--- config.mk ---
export PLATFORM = sky130hd
export DESIGN_NAME = instr_encoder_flat
export DESIGN_NICKNAME = d
export VERILOG_FILES = /design/src/rtl/rv_isa_pkg.sv /design/src/rtl/instr_encoder_if.sv /design/src/rtl/instr_encoder_imm_pack.sv /design/src/rtl/instr_encoder.sv /design/src/flat_wrapper.sv
export SDC_FILE = /design/constraint.sdc
export NUM_CORES = 1
export LEC_CHECK = 0
export ABC_AREA = 1
export CAP_MARGIN = 20
export CORE_AREA = 2 2 109 111
export CTS_CLUSTER_DIAMETER = 150
export DETAILED_ROUTE_END_ITERATION = 8
export DIE_AREA = 0 0 111 113
export PLACE_DENSITY = 0.65
export SYNTH_ARGS = -nofsm -noshare
export SYNTH_HDL_FRONTEND = slang
export SYNTH_SLANG_ARGS = --single-unit
--- constraint.sdc ---
create_clock -name clk -period 2.1 [get_ports clk]
set_clock_uncertainty 0.05 [all_clocks]
set_input_delay 0.42 -clock clk [delete_from_list [all_inputs] [get_ports clk]]
set_output_delay 0.42 -clock clk [all_outputs]
set_load 0.02 [all_outputs]
--- src/rtl/rv_isa_pkg.sv ---
// RV32 opcode constants and immediate-format encoding shared by the decode/extend
// path and the instruction encoder.
package rv_isa_pkg;

    localparam logic [6:0] OP_LOAD   = 7'b0000011;
    localparam logic [6:0] OP_IMM    = 7'b0010011;
    localparam logic [6:0] OP_JALR   = 7'b1100111;
    localparam logic [6:0] OP_STORE  = 7'b0100011;
    localparam logic [6:0] OP_BRANCH = 7'b1100011;
    localparam logic [6:0] OP_JAL    = 7'b1101111;

    typedef enum logic [1:0] {
        FMT_I = 2'b00,
        FMT_S = 2'b01,
        FMT_B = 2'b10,
        FMT_J = 2'b11
    } imm_fmt_e;

    typedef struct packed {
        logic     legal;
        imm_fmt_e fmt;
    } op_dec_t;

    function automatic op_dec_t op_to_fmt(input logic [6:0] op);
        op_dec_t d;
        d.legal = 1'b1;
        d.fmt   = FMT_I;
        case (op)
            OP_LOAD, OP_IMM, OP_JALR: d.fmt = FMT_I;
            OP_STORE:                 d.fmt = FMT_S;
            OP_BRANCH:                d.fmt = FMT_B;
            OP_JAL:                   d.fmt = FMT_J;
            default:                  d.legal = 1'b0;
        endcase
        return d;
    endfunction

endpackage

--- src/rtl/instr_encoder_if.sv ---
// Request/response bundle of the instruction encoder; the slave side is the encoder.
interface instr_encoder_if #(
    parameter int ADDR_W = 10
);
    logic              in_valid;
    logic              in_ready;
    logic [6:0]        op;
    logic [4:0]        rd;
    logic [4:0]        rs1;
    logic [4:0]        rs2;
    logic [2:0]        funct3;
    logic [31:0]       imm;
    logic              out_valid;
    logic              out_ready;
    logic [31:0]       out_instr;
    logic [ADDR_W-1:0] out_addr;
    logic              err_illegal;
    logic              err_imm;
    logic [15:0]       word_count;

    modport master (
        output in_valid, op, rd, rs1, rs2, funct3, imm, out_ready,
        input  in_ready, out_valid, out_instr, out_addr, err_illegal, err_imm, word_count
    );

    modport slave (
        input  in_valid, op, rd, rs1, rs2, funct3, imm, out_ready,
        output in_ready, out_valid, out_instr, out_addr, err_illegal, err_imm, word_count
    );
endinterface

--- src/rtl/instr_encoder_imm_pack.sv ---
// Combinational field packer: scatters the immediate into its format's bit slots
// and reports whether the immediate fits that format.
module imm_pack
    import rv_isa_pkg::*;
(
    input  imm_fmt_e    fmt,
    input  logic [6:0]  op,
    input  logic [4:0]  rd,
    input  logic [4:0]  rs1,
    input  logic [4:0]  rs2,
    input  logic [2:0]  funct3,
    input  logic [31:0] imm,
    output logic [31:0] instr,
    output logic        range_ok
);

    // Immediate fits when every bit above the top encoded bit copies that bit.
    logic fits12, fits13, fits21;

    assign fits12 = (imm[31:11] == {21{imm[11]}});
    assign fits13 = (imm[31:12] == {20{imm[12]}});
    assign fits21 = (imm[31:20] == {12{imm[20]}});

    always_comb begin
        instr    = 32'h0;
        range_ok = 1'b0;
        case (fmt)
            FMT_I: begin
                instr    = {imm[11:0], rs1, funct3, rd, op};
                range_ok = fits12;
            end
            FMT_S: begin
                instr    = {imm[11:5], rs2, rs1, funct3, imm[4:0], op};
                range_ok = fits12;
            end
            FMT_B: begin
                instr    = {imm[12], imm[10:5], rs2, rs1, funct3, imm[4:1], imm[11], op};
                range_ok = fits13 && !imm[0];
            end
            FMT_J: begin
                instr    = {imm[20], imm[10:1], imm[11], imm[19:12], rd, op};
                range_ok = fits21 && !imm[0];
            end
            default: ;
        endcase
    end

endmodule

--- src/rtl/instr_encoder.sv ---
// RV32 instruction encoder: one-entry registered output with valid/ready,
// running word address, saturating emit counter and sticky error flags.
module instr_encoder
    import rv_isa_pkg::*;
#(
    parameter int ADDR_W    = 10,
    parameter int BASE_ADDR = 0
) (
    input  logic            clk,
    input  logic            rst,
    instr_encoder_if.slave  bus
);

    localparam logic [0:0] EMPTY = 1'b0;
    localparam logic [0:0] FULL  = 1'b1;

    logic [0:0]        state;
    logic [31:0]       instr_q;
    logic [ADDR_W-1:0] addr_q;
    logic [15:0]       count_q;
    logic              err_illegal_q;
    logic              err_imm_q;

    op_dec_t     dec;
    logic [31:0] word;
    logic        range_ok;
    logic        accept;
    logic        drain;

    assign dec = op_to_fmt(bus.op);

    imm_pack u_pack (
        .fmt      (dec.fmt),
        .op       (bus.op),
        .rd       (bus.rd),
        .rs1      (bus.rs1),
        .rs2      (bus.rs2),
        .funct3   (bus.funct3),
        .imm      (bus.imm),
        .instr    (word),
        .range_ok (range_ok)
    );

    assign bus.in_ready = (state == EMPTY) || bus.out_ready;
    assign accept       = bus.in_valid && bus.in_ready;
    assign drain        = (state == FULL) && bus.out_ready;

    always_ff @(posedge clk) begin
        if (rst) begin
            state         <= EMPTY;
            instr_q       <= 32'h0;
            addr_q        <= ADDR_W'(BASE_ADDR);
            count_q       <= 16'h0;
            err_illegal_q <= 1'b0;
            err_imm_q     <= 1'b0;
        end else begin
            // A legal accept overrides the drain so back-to-back words keep out_valid high.
            if (accept && dec.legal && range_ok) begin
                state   <= FULL;
                instr_q <= word;
            end else if (drain) begin
                state <= EMPTY;
            end
            if (drain) begin
                addr_q <= addr_q + ADDR_W'(4);
                if (count_q != 16'hFFFF)
                    count_q <= count_q + 16'd1;
            end
            if (accept && !dec.legal)
                err_illegal_q <= 1'b1;
            if (accept && dec.legal && !range_ok)
                err_imm_q <= 1'b1;
        end
    end

    assign bus.out_valid   = (state == FULL);
    assign bus.out_instr   = instr_q;
    assign bus.out_addr    = addr_q;
    assign bus.word_count  = count_q;
    assign bus.err_illegal = err_illegal_q;
    assign bus.err_imm     = err_imm_q;

endmodule

--- src/flat_wrapper.sv ---
// flat-port wrapper written by rule: the top's interface ports become plain ports
module instr_encoder_flat import rv_isa_pkg::*;
#(
    parameter int ADDR_W    = 10,
    parameter int BASE_ADDR = 0
)
  (clk, rst, bus_in_valid, bus_op, bus_rd, bus_rs1, bus_rs2, bus_funct3, bus_imm, bus_out_ready, bus_in_ready, bus_out_valid, bus_out_instr, bus_out_addr, bus_err_illegal, bus_err_imm, bus_word_count);
  instr_encoder_if #(.ADDR_W(ADDR_W)) bus_i ();
  input  logic clk;
  input  logic rst;
  input wire logic [$bits(bus_i.in_valid)-1:0] bus_in_valid;
  input wire logic [$bits(bus_i.op)-1:0] bus_op;
  input wire logic [$bits(bus_i.rd)-1:0] bus_rd;
  input wire logic [$bits(bus_i.rs1)-1:0] bus_rs1;
  input wire logic [$bits(bus_i.rs2)-1:0] bus_rs2;
  input wire logic [$bits(bus_i.funct3)-1:0] bus_funct3;
  input wire logic [$bits(bus_i.imm)-1:0] bus_imm;
  input wire logic [$bits(bus_i.out_ready)-1:0] bus_out_ready;
  output wire logic [$bits(bus_i.in_ready)-1:0] bus_in_ready;
  output wire logic [$bits(bus_i.out_valid)-1:0] bus_out_valid;
  output wire logic [$bits(bus_i.out_instr)-1:0] bus_out_instr;
  output wire logic [$bits(bus_i.out_addr)-1:0] bus_out_addr;
  output wire logic [$bits(bus_i.err_illegal)-1:0] bus_err_illegal;
  output wire logic [$bits(bus_i.err_imm)-1:0] bus_err_imm;
  output wire logic [$bits(bus_i.word_count)-1:0] bus_word_count;
  assign bus_i.in_valid = bus_in_valid;
  assign bus_i.op = bus_op;
  assign bus_i.rd = bus_rd;
  assign bus_i.rs1 = bus_rs1;
  assign bus_i.rs2 = bus_rs2;
  assign bus_i.funct3 = bus_funct3;
  assign bus_i.imm = bus_imm;
  assign bus_i.out_ready = bus_out_ready;
  assign bus_in_ready = bus_i.in_ready;
  assign bus_out_valid = bus_i.out_valid;
  assign bus_out_instr = bus_i.out_instr;
  assign bus_out_addr = bus_i.out_addr;
  assign bus_err_illegal = bus_i.err_illegal;
  assign bus_err_imm = bus_i.err_imm;
  assign bus_word_count = bus_i.word_count;
  instr_encoder #(.ADDR_W(ADDR_W), .BASE_ADDR(BASE_ADDR)) u_core (.clk(clk), .rst(rst), .bus(bus_i));
endmodule
==> results.ini <==
[route]
ant_nets = 0
viasPerCell = 4.59
drc_errors = 0
vias = 3774
drt-total-wl_mm = 9.98
wire_per_inst_um = 12.1
drt_iter0_drc = 127
firstDrtPassIters = 4

[pwr]
power.density_mw_per_mm2 = 544
leakage_nw = 2.21
peakVddDrop_mv = 0.376

[worst_setup_path]
path_max_fanout = 9
critPathArrivalTime_ns = 2.13
required_ns = 2.26
crit_type = input pin to flip-flop
critPathCaptureType = flip-flop
cp_cell_sequence = clkdlybuf4s50_1 > nand2_2 > inv_2 > nand2_1 > nor2_4 > nand2_1 > nor2_1 > nor2_1 > nand2_2 > nand2_4 > clkbuf_16 > a21oi_1 > nor2_1
cp-start-kind = input pin
cp_slowest_stage_delay_ns = 0.52
cp_slowest_cell = clkdlybuf4s50_1
rr_worst_depth = 8
cpMostUsedCell = nor2_1

[final_layout]
drive_gt1_share_pct = 12.4
num_antenna_cells = 0
final.fill_count = 1134
syn_to_final_growth_pct = 59.9
final_nets = 737

[global_route]
grt_use_total_pct = 15.6
gr-total-overflow = 0
grt_pass1_wl_mm = 16.4
antenna_found_initial = 0
grt_pass1_vias = 3611
grt_max_degree = 38

[placed_design]
routabilityCongestion = 0.894
dp_slack_ns = -0.267
dp_hpwl_mm = 7.67
port_buffers = 120

[clock_tree]
clk_pin_slew_ns = 0.05
clock_sinks = 59
clock-root-buffer = clkbuf_16
cts_made_buffers = 9
clock_path_buffers = 2
tritoncts = yes
htreeDepth = 3
clock_latency_ns = 0.32

[run_status]
status = finished, final reports clean

[die]
die_area_sq_mm = 0.0125
die_w_um = 111
pin_count = 123
start_util_pct = 29.6
floorplan.rows = 39
coreArea_sq_mm = 0.0113
die_h_um = 113

[logic_synthesis]
postSynthAreaPerCell_sq_um = 6.39
synth_cell_types = 33
synth_enable_flop_cells = 0
async_reset_ff_share_pct = 0
ys.flop_type = dfxtp_1
netlist_area_sq_mm = 0.00334
yosys_warnings = 0
synth.yosys.seq_area_share_pct = 35.4
ys_seq_elements = 59
synthCells = 523

[timing]
slew_violations = 0
worst_slack_ns = 0.132
final_hold_viol_count = 0
setup_tns_ns = 0
rsz0062_at_grt = true
setup_viol = 0
fin_crit_ns = 1.97
fin_hold_ws_ns = 0.405
max_freq_ghz = 0.508
period_share_pct = 93.7

[worst_hold_path]
hold_class = flip-flop to flip-flop
hold_path_depth = 2

[run]
max_cap_viol_count = 0

## final cells by class
| type | count | area [sq um] | share of cell area, % |
|---|---|---|---|
| inverter | 63 | 236 | 4.43 |
| clock inverter | 4 | 48.8 | 0.913 |
| tap | 143 | 179 | 3.35 |
| clock buffer | 12 | 256 | 4.80 |
| multi-input combinational | 379 | 1830 | 34.2 |
| sequential | 59 | 1180 | 22.1 |
| timing repair buffer | 162 | 1610 | 30.2 |
## state kept, by name, summed over array words and instances (netlist names)
signal and cells:
u_core.bus.out_instr 32, u_core.bus.word_count 16, u_core.bus.out_addr 8, u_core.bus.err_illegal 1
u_core.bus.err_imm 1, u_core.bus.out_valid 1
## worst max-delay path: cells and delay by family
kind            cells  cell delay (ns)
buf+inv             3             0.77
simple gates        9             0.81
compound gates      1             0.14
## repair_timing
| action | CTS | global route |
|---|---|---|
| gates resized for setup | 0 | 22 |
| setup endpoints to repair | 0 | 38 |
| setup buffers | 0 | 2 |
| hold buffers | 0 | 0 |
## kinds of logic after synthesis
logic type / after synthesis / synth area share (%)
buffers and inverters: 86 / 11.7
xor gates and xnor gates: 9 / 2.36
DFF: 59 / 35.4
adders and majority gates: 2 / 0.749
AOI/OAI and AO/OA: 80 / 12.2
muxes: 3 / 0.899
and+or+nand+nor: 283 / 36.6
other: 1 / 0.112
## where the power goes
part | switching [mW] | leakage, nW | internal [mW]
registers | 0.000873 | 0.475 | 1.12
logic | 0.132 | 1.58 | 0.163
clock network | 0.509 | 0.153 | 0.981
## per-layer routing
metal / GRT usage, % / wire (um)
met5: 0 / 0
met4: 6.17 / 202
met3: 3.43 / 531
met2: 26.9 / 4740
met1: 19.1 / 4500
## cells in the final DEF, fill, tap and decap left out, types with 2 or more instances in the layout
master and count:
a21oi_1 44, a21oi_2 9, and3_1 2, buf_12 5, buf_4 35, clkbuf_16 10, clkbuf_8 2, clkdlybuf4s50_1 115
clkinv_2 2, conb_1 2, dfxtp_1 59, dlymetal6s2s_1 5, ha_1 2, inv_1 56, inv_2 6, mux2i_1 3
nand2_1 123, nand2_2 4, nand3_1 56, nand4_1 8, nor2_1 72, nor2_2 2, nor3_1 10, o21ai_0 22
xnor2_1 4, xor2_1 5
## synthesized netlist by cell type, types with 2 or more instances
| cell | count | area, sq um |
|---|---|---|
| nand4_1 | 8 | 50.1 |
| and3_1 | 2 | 12.5 |
| buf_2 | 4 | 20.0 |
| mux2i_1 | 3 | 30.0 |
| nand3_1 | 56 | 280 |
| o21ai_0 | 22 | 110 |
| buf_6 | 5 | 56.3 |
| nor2_1 | 74 | 278 |
| nand2_1 | 126 | 473 |
| a21oi_1 | 53 | 265 |
| xnor2_1 | 4 | 35.0 |
| buf_4 | 7 | 52.6 |
| ha_1 | 2 | 25.0 |
| inv_1 | 57 | 214 |
| inv_2 | 5 | 18.8 |
| dfxtp_1 | 59 | 1180 |
| xor2_1 | 5 | 43.8 |
| clkbuf_1 | 7 | 26.3 |
| nor3_1 | 10 | 50.1 |
## path summary, 6_finish.rpt
kind | from | endpoint | slack (ns)
setup reg to reg | u_core.bus.word_count[0] | u_core.bus.word_count[7] | 0.20
hold reg to reg | u_core.bus.err_imm | u_core.bus.err_imm | 0.41
hold / removal | u_core.bus.err_imm | u_core.bus.err_imm | 0.41
setup / recovery | bus_op[5] | u_core.bus.out_instr[23] | 0.13
## stage by stage
stage               cells  instance area (sq um)  power, mW  utilization, %
finish                822                   5340       2.91            47.4
global route          822                   5340       3.02            47.4
CTS                   818                   5220       2.94            46.3
detailed placement    802                   4920       1.44            43.6
global placement      802                   4920       1.44            43.6
floorplan             524                   3340       1.25               -
Note: power is estimated with default switching activity, not from simulation.
